`config.mk`:
```
export PLATFORM = sky130hd
export DESIGN_NAME = mac_issue_ctrl_flat
export DESIGN_NICKNAME = d
export VERILOG_FILES = /design/src/rtl/mac_issue_ctrl_pkg.sv /design/src/rtl/mac_issue_ctrl_if.sv /design/src/rtl/mac_issue_ctrl_stb_chan_tx.sv /design/src/rtl/mac_issue_ctrl.sv /design/src/flat_wrapper.sv
export SDC_FILE = /design/constraint.sdc
export NUM_CORES = 1
export LEC_CHECK = 0
export ABC_AREA = 0
export BUFFER_PORTS_ARGS = -buffer_cell sky130_fd_sc_hd__buf_4
export CAP_MARGIN = 10
export CORE_ASPECT_RATIO = 0.8
export CORE_MARGIN = 10
export CORE_UTILIZATION = 38
export CTS_CLUSTER_DIAMETER = 150
export DETAILED_ROUTE_END_ITERATION = 10
export PLACE_DENSITY = 0.74
export SETUP_SLACK_MARGIN = 0.4
export SYNTH_ARGS = -nofsm -noshare
export SYNTH_HDL_FRONTEND = slang
export SYNTH_SLANG_ARGS = --single-unit
```
`constraint.sdc`:
```
create_clock -name clk -period 3.15 [get_ports clk]
set_input_delay 0.7875 -clock clk [delete_from_list [all_inputs] [get_ports clk]]
set_output_delay 0.7875 -clock clk [all_outputs]
set_load 0.01 [all_outputs]
```
`src/rtl/mac_issue_ctrl_pkg.sv`:
```
// Shared types and constants for the MAC operand issuer.
package mac_issue_ctrl_pkg;

  localparam int unsigned DefWidth  = 32;
  localparam int unsigned DefMaxOut = 16;

  localparam int unsigned ChA   = 0;
  localparam int unsigned ChB   = 1;
  localparam int unsigned ChC   = 2;
  localparam int unsigned ChOp  = 3;
  localparam int unsigned NumCh = 4;

  typedef enum logic {
    StIdle,
    StIssue
  } state_e;

endpackage

```
`src/rtl/mac_issue_ctrl_if.sv`:
```
// Command, MAC operand/answer and result-buffer handshakes of the issuer.
interface mac_issue_ctrl_if #(
  parameter int unsigned WIDTH = 32
);
  logic [WIDTH-1:0] cmd_a, cmd_b, cmd_c;
  logic             cmd_op, cmd_stb, cmd_ack;

  logic [WIDTH-1:0] mac_a, mac_b, mac_c;
  logic             mac_op;
  logic             mac_a_stb, mac_b_stb, mac_c_stb, mac_op_stb;
  logic             mac_a_ack, mac_b_ack, mac_c_ack, mac_op_ack;

  logic [WIDTH-1:0] mac_ans;
  logic             mac_ans_stb, mac_ans_ack;

  logic [WIDTH-1:0] res_data;
  logic             res_stb, res_ack;

  // Issuer side.
  modport master (
    input  cmd_a, cmd_b, cmd_c, cmd_op, cmd_stb,
    output cmd_ack,
    output mac_a, mac_b, mac_c, mac_op,
    output mac_a_stb, mac_b_stb, mac_c_stb, mac_op_stb,
    input  mac_a_ack, mac_b_ack, mac_c_ack, mac_op_ack,
    input  mac_ans, mac_ans_stb,
    output mac_ans_ack,
    output res_data, res_stb,
    input  res_ack
  );

  // Command source, MAC FIFOs and result consumer.
  modport slave (
    output cmd_a, cmd_b, cmd_c, cmd_op, cmd_stb,
    input  cmd_ack,
    input  mac_a, mac_b, mac_c, mac_op,
    input  mac_a_stb, mac_b_stb, mac_c_stb, mac_op_stb,
    output mac_a_ack, mac_b_ack, mac_c_ack, mac_op_ack,
    output mac_ans, mac_ans_stb,
    input  mac_ans_ack,
    input  res_data, res_stb,
    output res_ack
  );

endinterface

```
`src/rtl/mac_issue_ctrl_stb_chan_tx.sv`:
```
// One operand channel: holds a word with a pend bit until the FIFO takes it.
module stb_chan_tx #(
  parameter int unsigned WIDTH = 32
) (
  input  logic             clk,
  input  logic             rst,
  input  logic             load_i,
  input  logic [WIDTH-1:0] data_i,
  input  logic             ack_i,
  output logic             stb_o,
  output logic [WIDTH-1:0] data_o,
  output logic             done_now_o
);

  logic             pend_q, pend_d;
  logic [WIDTH-1:0] data_q, data_d;

  always_comb begin
    pend_d = pend_q;
    data_d = data_q;
    if (load_i) begin
      pend_d = 1'b1;
      data_d = data_i;
    end else if (pend_q && ack_i) begin
      pend_d = 1'b0;
    end
  end

  always_ff @(posedge clk) begin
    if (rst) pend_q <= 1'b0;
    else     pend_q <= pend_d;
  end

  always_ff @(posedge clk) begin
    data_q <= data_d;
  end

  assign stb_o      = pend_q;
  assign data_o     = data_q;
  // Channel is finished if nothing pending or its word transfers this cycle.
  assign done_now_o = ~pend_q | ack_i;

endmodule

```
`src/rtl/mac_issue_ctrl.sv`:
```
// Issues operand tuples to the MAC FIFOs, buffers results, tracks in-flight tuples.
module mac_issue_ctrl
  import mac_issue_ctrl_pkg::*;
#(
  parameter int unsigned WIDTH    = DefWidth,
  parameter int unsigned MAX_OUT  = DefMaxOut,
  parameter int unsigned CNT_BITS = 5
) (
  input  logic                clk,
  input  logic                rst,
  mac_issue_ctrl_if.master    bus,
  output logic [CNT_BITS-1:0] outstanding,
  output logic                busy,
  output logic                err_unexpected
);

  localparam logic [CNT_BITS-1:0] MaxOutC = CNT_BITS'(MAX_OUT);

  state_e              state_q, state_d;
  logic [CNT_BITS-1:0] out_q, out_d;
  logic                err_q, err_d;
  logic                res_stb_q, res_stb_d;
  logic [WIDTH-1:0]    res_data_q, res_data_d;
  logic [NumCh-1:0]    done;
  logic                load, issue, retire, cmd_ack;

  stb_chan_tx #(.WIDTH(WIDTH)) u_chan_a (
    .clk(clk), .rst(rst), .load_i(load), .data_i(bus.cmd_a), .ack_i(bus.mac_a_ack),
    .stb_o(bus.mac_a_stb), .data_o(bus.mac_a), .done_now_o(done[ChA])
  );
  stb_chan_tx #(.WIDTH(WIDTH)) u_chan_b (
    .clk(clk), .rst(rst), .load_i(load), .data_i(bus.cmd_b), .ack_i(bus.mac_b_ack),
    .stb_o(bus.mac_b_stb), .data_o(bus.mac_b), .done_now_o(done[ChB])
  );
  stb_chan_tx #(.WIDTH(WIDTH)) u_chan_c (
    .clk(clk), .rst(rst), .load_i(load), .data_i(bus.cmd_c), .ack_i(bus.mac_c_ack),
    .stb_o(bus.mac_c_stb), .data_o(bus.mac_c), .done_now_o(done[ChC])
  );
  stb_chan_tx #(.WIDTH(1)) u_chan_op (
    .clk(clk), .rst(rst), .load_i(load), .data_i(bus.cmd_op), .ack_i(bus.mac_op_ack),
    .stb_o(bus.mac_op_stb), .data_o(bus.mac_op), .done_now_o(done[ChOp])
  );

  always_comb begin
    state_d = state_q;
    cmd_ack = 1'b0;
    load    = 1'b0;
    issue   = 1'b0;
    unique case (state_q)
      StIdle: begin
        cmd_ack = (out_q < MaxOutC);
        if (bus.cmd_stb && cmd_ack) begin
          load    = 1'b1;
          state_d = StIssue;
        end
      end
      StIssue: begin
        if (&done) begin
          issue   = 1'b1;
          state_d = StIdle;
        end
      end
      default: state_d = StIdle;
    endcase
  end

  // One-entry result buffer; a drain and a load in the same cycle keeps it full.
  assign bus.mac_ans_ack = ~res_stb_q | bus.res_ack;
  assign retire          = bus.mac_ans_stb & bus.mac_ans_ack;

  always_comb begin
    res_stb_d  = res_stb_q;
    res_data_d = res_data_q;
    if (retire) begin
      res_stb_d  = 1'b1;
      res_data_d = bus.mac_ans;
    end else if (bus.res_ack) begin
      res_stb_d  = 1'b0;
    end
  end

  always_comb begin
    out_d = out_q;
    err_d = err_q;
    unique case ({issue, retire})
      2'b10: out_d = out_q + 1'b1;
      2'b01: begin
        if (out_q == '0) err_d = 1'b1;
        else             out_d = out_q - 1'b1;
      end
      default: ;
    endcase
  end

  always_ff @(posedge clk) begin
    if (rst) begin
      state_q   <= StIdle;
      out_q     <= '0;
      err_q     <= 1'b0;
      res_stb_q <= 1'b0;
    end else begin
      state_q   <= state_d;
      out_q     <= out_d;
      err_q     <= err_d;
      res_stb_q <= res_stb_d;
    end
  end

  always_ff @(posedge clk) begin
    res_data_q <= res_data_d;
  end

  assign bus.cmd_ack    = cmd_ack;
  assign bus.res_stb    = res_stb_q;
  assign bus.res_data   = res_data_q;
  assign outstanding    = out_q;
  assign busy           = (state_q == StIssue) || (out_q != '0);
  assign err_unexpected = err_q;

endmodule

```
`src/flat_wrapper.sv`:
```
// flat-port wrapper written by rule: the top's interface ports become plain ports
module mac_issue_ctrl_flat import mac_issue_ctrl_pkg::*;
#(
  parameter int unsigned WIDTH    = DefWidth,
  parameter int unsigned MAX_OUT  = DefMaxOut,
  parameter int unsigned CNT_BITS = 5
)
  (clk, rst, outstanding, busy, err_unexpected, bus_cmd_a, bus_cmd_b, bus_cmd_c, bus_cmd_op, bus_cmd_stb, bus_cmd_ack, bus_mac_a, bus_mac_b, bus_mac_c, bus_mac_op, bus_mac_a_stb, bus_mac_b_stb, bus_mac_c_stb, bus_mac_op_stb, bus_mac_a_ack, bus_mac_b_ack, bus_mac_c_ack, bus_mac_op_ack, bus_mac_ans, bus_mac_ans_stb, bus_mac_ans_ack, bus_res_data, bus_res_stb, bus_res_ack);
  mac_issue_ctrl_if #(.WIDTH(WIDTH)) bus_i ();
  input  logic clk;
  input  logic rst;
  output logic [CNT_BITS-1:0] outstanding;
  output logic busy;
  output logic err_unexpected;
  input wire logic [$bits(bus_i.cmd_a)-1:0] bus_cmd_a;
  input wire logic [$bits(bus_i.cmd_b)-1:0] bus_cmd_b;
  input wire logic [$bits(bus_i.cmd_c)-1:0] bus_cmd_c;
  input wire logic [$bits(bus_i.cmd_op)-1:0] bus_cmd_op;
  input wire logic [$bits(bus_i.cmd_stb)-1:0] bus_cmd_stb;
  output wire logic [$bits(bus_i.cmd_ack)-1:0] bus_cmd_ack;
  output wire logic [$bits(bus_i.mac_a)-1:0] bus_mac_a;
  output wire logic [$bits(bus_i.mac_b)-1:0] bus_mac_b;
  output wire logic [$bits(bus_i.mac_c)-1:0] bus_mac_c;
  output wire logic [$bits(bus_i.mac_op)-1:0] bus_mac_op;
  output wire logic [$bits(bus_i.mac_a_stb)-1:0] bus_mac_a_stb;
  output wire logic [$bits(bus_i.mac_b_stb)-1:0] bus_mac_b_stb;
  output wire logic [$bits(bus_i.mac_c_stb)-1:0] bus_mac_c_stb;
  output wire logic [$bits(bus_i.mac_op_stb)-1:0] bus_mac_op_stb;
  input wire logic [$bits(bus_i.mac_a_ack)-1:0] bus_mac_a_ack;
  input wire logic [$bits(bus_i.mac_b_ack)-1:0] bus_mac_b_ack;
  input wire logic [$bits(bus_i.mac_c_ack)-1:0] bus_mac_c_ack;
  input wire logic [$bits(bus_i.mac_op_ack)-1:0] bus_mac_op_ack;
  input wire logic [$bits(bus_i.mac_ans)-1:0] bus_mac_ans;
  input wire logic [$bits(bus_i.mac_ans_stb)-1:0] bus_mac_ans_stb;
  output wire logic [$bits(bus_i.mac_ans_ack)-1:0] bus_mac_ans_ack;
  output wire logic [$bits(bus_i.res_data)-1:0] bus_res_data;
  output wire logic [$bits(bus_i.res_stb)-1:0] bus_res_stb;
  input wire logic [$bits(bus_i.res_ack)-1:0] bus_res_ack;
  assign bus_i.cmd_a = bus_cmd_a;
  assign bus_i.cmd_b = bus_cmd_b;
  assign bus_i.cmd_c = bus_cmd_c;
  assign bus_i.cmd_op = bus_cmd_op;
  assign bus_i.cmd_stb = bus_cmd_stb;
  assign bus_cmd_ack = bus_i.cmd_ack;
  assign bus_mac_a = bus_i.mac_a;
  assign bus_mac_b = bus_i.mac_b;
  assign bus_mac_c = bus_i.mac_c;
  assign bus_mac_op = bus_i.mac_op;
  assign bus_mac_a_stb = bus_i.mac_a_stb;
  assign bus_mac_b_stb = bus_i.mac_b_stb;
  assign bus_mac_c_stb = bus_i.mac_c_stb;
  assign bus_mac_op_stb = bus_i.mac_op_stb;
  assign bus_i.mac_a_ack = bus_mac_a_ack;
  assign bus_i.mac_b_ack = bus_mac_b_ack;
  assign bus_i.mac_c_ack = bus_mac_c_ack;
  assign bus_i.mac_op_ack = bus_mac_op_ack;
  assign bus_i.mac_ans = bus_mac_ans;
  assign bus_i.mac_ans_stb = bus_mac_ans_stb;
  assign bus_mac_ans_ack = bus_i.mac_ans_ack;
  assign bus_res_data = bus_i.res_data;
  assign bus_res_stb = bus_i.res_stb;
  assign bus_i.res_ack = bus_res_ack;
  mac_issue_ctrl #(.WIDTH(WIDTH), .MAX_OUT(MAX_OUT), .CNT_BITS(CNT_BITS)) u_core (.clk(clk), .rst(rst), .bus(bus_i), .outstanding(outstanding), .busy(busy), .err_unexpected(err_unexpected));
endmodule
```
# Word level (Yosys, flattened, before mapping)
# Index checks and enable logic that the tools add are counted.
# word_totals
register_bits,141
in_bits,138
out_inout_bits,143
elab_cells,67
# op_classes
n_addsub,2
n_lt_le_gt_ge,1
n_eq_ne,3
muxes,19
bitwise_logic,12
n_reduce_logical,17
# op_table
op,n
2-to-1 mux 1 bit,16
nonzero test 2 bit,6
one-hot mux 5 bit (2 select lines),1
NOT 1 bit,6
"adder 5 x 1 -> 5 bit, second input constant",1
logical AND 1 bit,5
logical NOT 5 bit,1
"less-than comparator 5 bit, second input constant",1
2-to-1 mux 5 bit,1
OR 1 bit,5
nonzero test 5 bit,1
"subtractor 5 x 1 -> 5 bit, second input constant",1
AND reduction 2 bit,2
AND reduction 4 bit,1
"equality test 2 x 1 -> 1 bit, second input constant",1
"equality test 2 bit, second input constant",1
"inequality test 2 bit, second input constant",1
one-hot mux 1 bit (2 select lines),1
AND 1 bit,1
logical OR 1 bit,1

# Depth between registers and ports, before layout
# Gate-level depths: netlist (run 1).
# logic_depth
ltp_word,8
mapped_depth,10
mapped_depth_nobuf,10

# Cells and area by module
# Synthesis (run 1) repeated with hierarchy kept, for this count alone.
# unflattened
cells_unflattened,198
hier_area_um2,4501.8
# modules_own_cells
mod,n_inst,cells_each,area_each_um2,seq_area_each_um2
stb_chan_tx at u_core.u_chan_a ...,3,36,1007.2,980.9
mac_issue_ctrl,1,85,1403.8,1121.1
stb_chan_tx at u_core.u_chan_op,1,5,76.3,50.0

# Worst setup path before layout (run 1)
# No wires, ideal clock.
# synth_timing
kind,input port to flip-flop
start,in bus_cmd_stb
end,reg u_core.u_chan_a.data_q[0] (netlist: u_core.u_chan_a.data_o[0]) (enable)
t_arrival_ns,2.794
setup_slack_ns,-0.094
cell_stages,2
n_path_buf,0
cell_sequence,nand2_1 -> inv_1
# synth_between
elab_chain_len,3
# synth_lines
item,line,text
from (decl),flat_wrapper.sv:19,input wire logic [$bits(bus_i.cmd_stb)-1:0] bus_cmd_stb;
logical AND 1 bit,mac_issue_ctrl.sv:52,if (bus.cmd_stb && cmd_ack) begin
2-to-1 mux 1 bit,mac_issue_ctrl.sv:52,
2-to-1 mux 1 bit,mac_issue_ctrl.sv:49,unique case (state_q)
named net u_core.load,mac_issue_ctrl.sv:25,"logic load, issue, retire, cmd_ack;"
to (signal assigned),mac_issue_ctrl_stb_chan_tx.sv:35,data_q <= data_d;
to (decl),mac_issue_ctrl_stb_chan_tx.sv:16,"logic [WIDTH-1:0] data_q, data_d;"
# The timed path passes the listed nets, and every way through them passes these cells.
# A chain may end at the register's enable or synchronous reset.

# Worst setup path after layout (run 1)
# layout_timing
start,reg u_core.out_q[1] (netlist: u_core.outstanding[1])
end,out busy
# layout_between
elab_chain_len,2
# layout_lines
item,line,text
from (decl),mac_issue_ctrl.sv:20,"logic [CNT_BITS-1:0] out_q, out_d;"
from (signal assigned),mac_issue_ctrl.sv:103,out_q <= out_d;
nonzero test 5 bit,mac_issue_ctrl.sv:117,assign busy = (state_q == StIssue) || (out_q != '0);
logical OR 1 bit,mac_issue_ctrl.sv:117,
to (decl),flat_wrapper.sv:13,output logic busy;
# No other way between the ends.

==> metrics.txt, run 1 <==
Placer Congestion 0.785; Hold WC Path Type reg2reg; FF/Latch Area 4110 sq um; largest net degree at the start of global routing 98; Synth-to-Final Area Change 65.3%; Setup crit end kind output pin; Lkg Pwr 0.00317 uW; Reg2Reg Capture Point u_core.outstanding[4]; Wirelength per Cell 21.7 um; CP Max Fanout 6; total chip power 5430 uW; fill count 851; drt pass-1 iters 4; design area 7430 sq um; Crit-path slowest cell nor4_1; Crit Path Category reg2out; hold_buf cts 0; CP peak stage delay 390 ps; fraction of the cycle the final worst path needs 0.798; Iter 0 DRT Violations 156; CTS H-tree lvls 4; met2 Use GR 0.293; count of final hold-check violations 0; Nets 638; Primary FF master, synth edfxtp_1; ANT nets after route 0; overall routing resource usage 0.162; Syn Nets 338; max-cap violation count 0; top cells by area, synth edfxtp_1, dfxtp_1, a21oi_1; setup violators final 0; Clock Pin Slew Worst Setup and Hold Paths 60 ps; CP Launch Type flop; setup bufs post-CTS 0; GR peak layer met2; Slew HR 0.654; std cell rows 35; outcome finished clean; hold depth 2; Congestion Overflow GR 0; post-DP HPWL 11400 um; total wire length 14300 um; Final min period 2510 ps; initial antenna violation count 0; pwr dens 731 nW/um^2; # DRC 0; I/O Buffers 280; Least-Margin Pin Slew 519 ps; Cell Area, Synth 4490 sq um; Synth top area share 0.862; GR Util met1 0.159; VDD IR max 504 uV; worst hold endpoint u_core.err_unexpected; leading area contributor after synthesis edfxtp_1; Reg2Reg Launch Point u_core.u_chan_b.stb_o; post-synthesis cell count 198; most common cell in the synthesized netlist edfxtp_1; CP cell instances or2_1, nor4_1, nand2b_1, buf_4; CTS tree built; delay-heaviest family, CP simple AND/OR/NAND/NOR gates; Post-synth EDFFs 129; Die W 142 um; TNS Setup 0 ps; flop2flop setup slack 920 ps; Avg Vias per Cell 4.58; Num Clock Sinks 141; I/O Pins 281; hold path startpoint u_core.err_unexpected; Core Util, Final 0.645; sequential cell area fraction in the yosys report 0.916; first-pass GRT wire length 20000 um; clk root buf clkbuf_16; Fmax 398 MHz; Crit. Startpoint u_core.outstanding[1]; layout cell share with drive strength beyond 1 0.630; flops & latches, synth 141; post-CTS resize count 0; DIE AREA 16600 sq um; met3 Use GR 0.0863; area of the multi-input gates 365 sq um; Num CTS Buffers 17; chip height 117 um; Initial Util 0.390; synth unique cells 28; crit path buf inv count 1; Post-synth top cells edfxtp_1, dfxtp_1, a21oi_1; area of the core 11500 sq um; Clock Path Buffers 2; Avg Inst Size Synth 22.7 sq um; Slew Viols, Final 0; Ys Warns 0; Post-DP Area 6810 sq um; Data arrival, critical path 1730 ps; Post-synth ARST share 0; number of global-route vias before repair 3318; worst clock skew 8.06 ps; worst path required time 2360 ps; unrepaired setup endpoints after global routing no; DR vias 3015; r2r worst-path depth 10; ANT cells 0; clk_lat worst skew 400 ps
cell type report:
cell class,instances,share of cell area
inverter,3,0.00202
multi-input combinational,53,0.0492
tap,148,0.0249
sequential,141,0.554
timing repair buffer,282,0.287
clock buffer,17,0.0573
clock inverter,15,0.0258
sequential cells by signal, indices dropped and copies added, names as in the netlist:
name,count
u_core.bus.res_data,32
u_core.bus.res_stb,1
u_core.err_unexpected,1
u_core.outstanding,5
u_core.state_q,1
u_core.u_chan_a.data_o,32
u_core.u_chan_a.stb_o,1
u_core.u_chan_b.data_o,32
u_core.u_chan_b.stb_o,1
u_core.u_chan_c.data_o,32
u_core.u_chan_c.stb_o,1
u_core.u_chan_op.data_o,1
u_core.u_chan_op.stb_o,1
metrics by stage:
step | hold WS, ps | setup slack (ps) | cells
2_1_floorplan | 505 | 438 | 198
3_3_place_gp | 486 | 367 | 627
3_5_place_dp | 469 | 280 | 627
4_1_cts | 494 | 670 | 659
5_1_grt | 517 | 583 | 659
6_report | 500 | 635 | 659
worst reg2reg max path, delay by kind of cell, from the launching register on:
| family | cells | cell delay, ps |
|---|---|---|
| AND/OR/NAND/NOR | 4 | 670 |
| AO/OA/AOI/OAI | 3 | 530 |
| flip-flops | 1 | 330 |
| multiplexers | 1 | 260 |
| adder cells (fa/ha/maj) | 1 | 240 |
| XOR/XNOR | 1 | 120 |
routing by layer:
layer / wire length (um) / part of all wire / vias up
met5: 0 / 0 / -
met4: 116 / 0.0081 / 0
met3: 1640 / 0.11 / 11
met2: 7590 / 0.53 / 181
met1: 4950 / 0.35 / 1447
li1: - / - / 1376
how the worst max path moves through the flow:
stage                                       end  slack, ps  cells past startpoint
after floorplan           u_core.outstanding[2]        440                      7
after global placement    u_core.outstanding[4]        370                     11
after detailed placement  u_core.outstanding[4]        280                     11
after CTS                                  busy        670                      4
after global routing                       busy        580                      4
final                                      busy        640                      4
report_power, final:
part	switching [uW]	internal [uW]	leakage (uW)
Sequential	96.3	2330	0.00134
Clock	840	1210	0.000305
Combinational	475	476	0.00152
cell families after synthesis:
family	count (synthesis)	synth area share
DFF	141	0.916
and+or+nand+nor	27	0.0359
AOI/OAI and AO/OA	17	0.0231
buffers and inverters	4	0.00334
muxes	4	0.0103
xor gates and xnor gates	3	0.00585
adders and majority gates	2	0.00557
layout by cell type (no fill, tap or decap), drive strengths merged, types with 3 or more instances in the layout:
master,Yosys,routed
a21oi,11,11
buf,0,282
clkbuf,1,17
dfxtp,12,12
edfxtp,129,129
inv,3,13
nand2,7,7
nand2b,9,9
nor2,4,4
o21ai,3,3
Note: power is estimated with default switching activity, not from simulation.
==> inputs of run 2 (changes only) <==
==> constraint.sdc (replaced) <==
create_clock -name clk -period 2.1 [get_ports clk]
set_input_delay 0.525 -clock clk [delete_from_list [all_inputs] [get_ports clk]]
set_output_delay 0.525 -clock clk [all_outputs]
set_load 0.01 [all_outputs]
==> run 2 against run 1 <==
Critical path depth up 5; first-iteration DRC count up 18%; largest power group unchanged; worst setup slack worse by 580 ps; final area up 1.8%; critical endpoint is now u_core.outstanding[4]; hold slack worse by 210 ps; clock power up 43%; clock skew down 1.8 ps; cell count up 1.8%; combinational power up 73%.
==> metrics.txt, run 2 (synthesized netlist as in run 1, its figures left out) <==
outcome finished clean; chip height 117 um (unchanged); r2r worst-path depth 9 (-1); Final min period 2040 ps; VDD IR max 638 uV (+27%); clk_lat worst skew 400 ps (about the same); Reg2Reg Capture Point u_core.outstanding[4]; Data arrival, critical path 2370 ps (+640 ps); Hold WC Path Type in2reg; Hold WS 293 ps (-207 ps); std cell rows 35 (unchanged); Slew HR 0.725 (+0.0710); design area 7560 sq um (+1.8%); setup violators final 0 (unchanged); Avg Vias per Cell 4.59 (+0.36%); ANT cells 0 (unchanged); GR Util met1 0.178 (+0.0186); total wire length 14500 um (+1.7%); Clock Pin Slew Worst Setup and Hold Paths 60 ps (about the same); CP Depth 9 (+5); Crit Path Category reg2reg; area of the core 11500 sq um (unchanged); worst path required time 2430 ps (+70 ps); max-cap violation count 0 (unchanged); Setup crit end kind flop; first-pass GRT wire length 20400 um (+2.2%); overall routing resource usage 0.166 (+0.00435); flop2flop setup slack 60 ps (-860 ps); CP Max Fanout 3 (-3); Nets 650 (+1.9%); drt pass-1 iters 6 (+2); post-DP HPWL 11600 um (+1.5%); DIE AREA 16600 sq um (unchanged); Die W 142 um (unchanged); Iter 0 DRT Violations 184 (+18%); I/O Pins 281 (unchanged); CTS tree built; fill count 806 (-5.3%); clk root buf clkbuf_16; I/O Buffers 280 (unchanged); Num CTS Buffers 17 (unchanged); pwr dens 1090 nW/um^2 (+49%); Reg2Reg Launch Point u_core.u_chan_c.stb_o; layout cell share with drive strength beyond 1 0.660 (+0.0295); Setup crit end u_core.outstanding[4]; most common cell after layout, fill and taps aside buf_4; Placer Congestion 0.763 (-2.9%); ANT nets after route 0 (unchanged); area of the multi-input gates 420 sq um (+15%); met3 Use GR 0.0843 (-0.00202); CTS H-tree lvls 4 (unchanged); Fmax 490 MHz; initial antenna violation count 0 (unchanged); delay-heaviest family, CP simple AND/OR/NAND/NOR gates; CP cell instances nand2b_1, and4_4, a21oi_4, xor2_1, ha_2, a31oi_1, mux2_2, or3_1, a21oi_1; Slew Viols, Final 0 (unchanged); PnR worst setup slack 60.0 ps (-575 ps); Crit. Startpoint u_core.u_chan_c.stb_o; fraction of the cycle the final worst path needs 0.971; DP Worst Slack -313 ps (-593 ps); unrepaired setup endpoints after global routing yes; Lkg Pwr 0.00321 uW (+1.5%); FF/Latch Area 4130 sq um (+0.27%); worst clock skew 6.23 ps (-1.83 ps); Congestion Overflow GR 0 (unchanged); Crit-path slowest cell dfxtp_2; # DRC 0 (unchanged); met2 Use GR 0.281 (-0.0114); DR vias 3081 (+2.2%); Post-DP Area 6900 sq um (+1.4%); commonest non-fill, non-tap cells in the layout buf_4, edfxtp_1, clkbuf_16; number of global-route vias before repair 3205 (-3.4%); Wirelength per Cell 21.7 um (-0.15%); crit path buf inv count 0 (-1); largest net degree at the start of global routing 66 (-33%); CP peak stage delay 320 ps (-70 ps); GR peak layer met2; Num Clock Sinks 141 (unchanged); Initial Util 0.390 (unchanged); Clock Path Buffers 2 (unchanged); Least-Margin Pin Slew 413 ps (-107 ps); count of final hold-check violations 0 (unchanged); Synth-to-Final Area Change 68.3%; CP Launch Type flop
[run 2: cell types whose count changed in the layout (fill, tap and decap cells not counted), sizes merged]
cell,before,now
inv,13,8
clkbuf,17,18
clkinv,2,3
clkinvlp,1,4
buf,282,294
[run 2: what timing repair did]
action	4_1_cts	5_1_grt
pin swaps	2	0
buffers inserted	0	4
gates resized for setup	5	6
gates cloned	0	0
hold buffers	0	0
endpoints found under the setup margin	5	3
[run 2: through the flow]
| stage | TNS (ps) | std cells | power, uW | util |
|---|---|---|---|---|
| after floorplan | -27440 | 198 | 4260 | - |
| after global placement | -344 | 635 | 5180 | 0.599 |
| after detailed placement | -495 | 635 | 5230 | 0.599 |
| after CTS | 0 | 667 | 8250 | 0.653 |
| after global routing | -61.8 | 671 | 8620 | 0.656 |
| final | 0 | 671 | 8240 | 0.656 |
[run 2: worst min-delay path by stage]
stage                                            end  slack (ps)                   from  cells past startpoint
after floorplan                u_core.outstanding[4]         500  u_core.outstanding[4]                      2
after global placement         u_core.err_unexpected         480  u_core.err_unexpected                      2
after detailed placement       u_core.err_unexpected         480  u_core.err_unexpected                      2
after CTS                 u_core.u_chan_c.data_o[19]         280          bus_cmd_c[19]                      1
after global routing       u_core.u_chan_b.data_o[6]         270           bus_cmd_b[6]                      1
final                     u_core.u_chan_a.data_o[19]         290          bus_cmd_a[19]                      1
[run 2: per-layer routing]
layer,share of wire,up-vias
met2,0.51,180
met3,0.12,17
met1,0.36,1480
li1,-,1404
met5,0,-
met4,0.016,0
[run 2: cell type report]
cell class / instances / share of cell area
timing repair buffer: 294 / 0.294
sequential: 141 / 0.546
clock buffer: 18 / 0.0568
multi-input combinational: 53 / 0.0556
inverter: 3 / 0.00248
clock inverter: 14 / 0.0210
tap: 148 / 0.0245
[run 2: where the power goes]
| part | switching (uW) | total, uW | internal, uW |
|---|---|---|---|
| Combinational | 783 | 1640 | 860 |
| Clock | 1180 | 2950 | 1780 |
| Sequential | 147 | 3650 | 3500 |
| Total | 2110 | 8240 | 6140 |
==> inputs of run 3 (changes only) <==
--- a/config.mk
+++ b/config.mk
@@ -8,12 +8,14 @@
 export ABC_AREA = 0
 export BUFFER_PORTS_ARGS = -buffer_cell sky130_fd_sc_hd__buf_4
 export CAP_MARGIN = 10
+export CELL_PAD_IN_SITES_DETAIL_PLACEMENT = 1
+export CELL_PAD_IN_SITES_GLOBAL_PLACEMENT = 2
 export CORE_ASPECT_RATIO = 0.8
 export CORE_MARGIN = 10
-export CORE_UTILIZATION = 38
+export CORE_UTILIZATION = 27
 export CTS_CLUSTER_DIAMETER = 150
 export DETAILED_ROUTE_END_ITERATION = 10
-export PLACE_DENSITY = 0.74
+export PLACE_DENSITY = 0.77
 export SETUP_SLACK_MARGIN = 0.4
 export SYNTH_ARGS = -nofsm -noshare
 export SYNTH_HDL_FRONTEND = slang
==> constraint.sdc (replaced) <==
create_clock -name clk -period 2.2 [get_ports clk]
set_input_delay 0.55 -clock clk [delete_from_list [all_inputs] [get_ports clk]]
set_output_delay 0.55 -clock clk [all_outputs]
set_load 0.01 [all_outputs]
==> run 3 against run 2 <==
Non-clock buffer count grew 2; final area grew 0.66%; clock-buffer cell count shrank 1; via count shrank 1.6%; worst setup slack gained 68 ps; clock power shrank 12%.
==> metrics.txt, run 3 (synthesized netlist as in run 1, its figures left out) <==
Lkg Pwr 0.00320 uW (-0.52%); overall routing resource usage 0.128 (-0.0377); clk root buf clkbuf_16; I/O Buffers 280 (unchanged); crit path buf inv count 0 (unchanged); Final min period 2070 ps (+32.4 ps); CTS H-tree lvls 4 (unchanged); Slew HR 0.693 (-0.0321); Num CTS Buffers 17 (unchanged); Clock Path Buffers 2 (unchanged); Iter 0 DRT Violations 119 (-35%); most frequent CP cell nand2b_1; Placer Congestion 0.786 (+3.1%); CTS tree built; Clock Pin Slew Worst Setup and Hold Paths 60 ps (about the same); VDD IR max 479 uV (-25%); total chip power 7570 uW (-8.2%); Hold WC Path Type in2reg; fill count 1681 (+110%); TNS Setup 0 ps (unchanged); design area 7610 sq um (+0.66%); drt pass-1 iters 4 (-2); std cell rows 42 (+20%); DR vias 3033 (-1.6%); Avg Vias per Cell 4.08 (-11%); Congestion Overflow GR 0 (unchanged); ANT nets after route 0 (unchanged); initial antenna violation count 0 (unchanged); setup violators final 0 (unchanged); Least-Margin Pin Slew 461 ps (+48.2 ps); Data arrival, critical path 2410 ps (+40 ps); total wire length 15100 um (+3.9%); chip height 135 um (+15%); largest net degree at the start of global routing 85 (+29%); post-DP HPWL 12000 um (+3.9%); Post-DP Area 6990 sq um (+1.2%); worst path required time 2540 ps (+110 ps); CP Max Fanout 3 (unchanged); CP peak stage delay 320 ps (about the same); Crit Path Category reg2reg; unrepaired setup endpoints after global routing yes; worst clock skew 10.4 ps (+4.17 ps); Setup crit end kind flop; outcome finished clean; layout cell share with drive strength beyond 1 0.664 (+0.00447); count of final hold-check violations 0 (unchanged); most common cell after layout, fill and taps aside buf_4; max-cap violation count 0 (unchanged); Crit-path slowest cell dfxtp_2; # DRC 0 (unchanged); area of the core 16400 sq um (+43%); CP cell instances nand2b_1, and4_4, a21oi_4, xor2_1, ha_2, o21ai_1, nand2b_1, mux2_2, or3_1, a21oi_1; fraction of the cycle the final worst path needs 0.942 (-0.0294); pwr dens 995 nW/um^2 (-8.8%); first-pass GRT wire length 21200 um (+4.0%); delay-heaviest family, CP simple AND/OR/NAND/NOR gates; I/O Pins 281 (unchanged); Initial Util 0.273 (-0.117); commonest non-fill, non-tap cells in the layout buf_4, edfxtp_1, clkbuf_16; Nets 652 (+0.31%); Die W 164 um (+16%); hold_buf cts 0 (unchanged); number of global-route vias before repair 3377 (+5.4%); CP Launch Type flop; Synth-to-Final Area Change 69.4%; clk_lat worst skew 420 ps (+20 ps); Num Clock Sinks 141 (unchanged); Fmax 483 MHz (-1.6%); DIE AREA 22200 sq um (+34%); ANT cells 0 (unchanged); Slew Viols, Final 0 (unchanged); Wirelength per Cell 20.3 um (-6.3%)
-- run 3: layout make-up --
class	instances	area (sq um)	share of cell area
multi-input cells	53	415	0.0546
repair buffers	296	2240	0.295
well taps	220	275	0.0362
clock buffers	17	425	0.0559
clock inverters	14	111	0.0146
flip-flops and latches	141	4120	0.542
inverters	3	18.8	0.00247
-- run 3: worst register-to-register path, cell delays in order, from the launching register on --
cell and delay (ps):
dfxtp_2 320, nand2b_1 90, and4_4 250, a21oi_4 70, xor2_1 150, ha_2 200, o21ai_1 150, nand2b_1 80
mux2_2 270, or3_1 300, a21oi_1 130
-- run 3: timing repair --
| action | 4_1_cts | 5_1_grt |
|---|---|---|
| buffers inserted | 6 | 0 |
| pin swaps | 5 | 3 |
| endpoints found under the setup margin | 3 | 5 |
| resized for setup | 10 | 3 |
-- run 3: final timing paths --
path / from / endpoint / slack, ps / depth (start not counted)
hold reg to reg: u_core.u_chan_a.stb_o / u_core.u_chan_a.stb_o / 510 / 2
setup reg to reg: u_core.u_chan_c.stb_o / u_core.outstanding[4] / 130 / 10
setup / recovery: u_core.u_chan_c.stb_o / u_core.outstanding[4] / 130 / 10
hold / removal: bus_cmd_a[29] / u_core.u_chan_a.data_o[29] / 310 / 1
-- run 3: per-stage QoR --
step	instances	hold slack, ps	util	worst slack (ps)
5_1_grt	744	282	0.463	39.2
2_1_floorplan	198	499	-	-206
4_1_cts	744	284	0.462	144
6_report	744	306	0.463	128
3_5_place_dp	707	482	0.425	-313
3_3_place_gp	707	493	0.425	-274
-- run 3: per-layer routing --
layer	global-route usage	wire length, um
met2	0.219	7800
met3	0.0680	1850
met5	0	0
met1	0.130	5250
met4	0.0520	204
-- run 3: power breakdown --
group / leakage [uW] / internal [uW] / total [uW] / switching (uW)
Sequential: 0.00134 / 3340 / 3490 / 155
Clock: 0.000259 / 1450 / 2590 / 1130
Combinational: 0.00160 / 769 / 1490 / 721
Total: 0.00320 / 5560 / 7570 / 2010
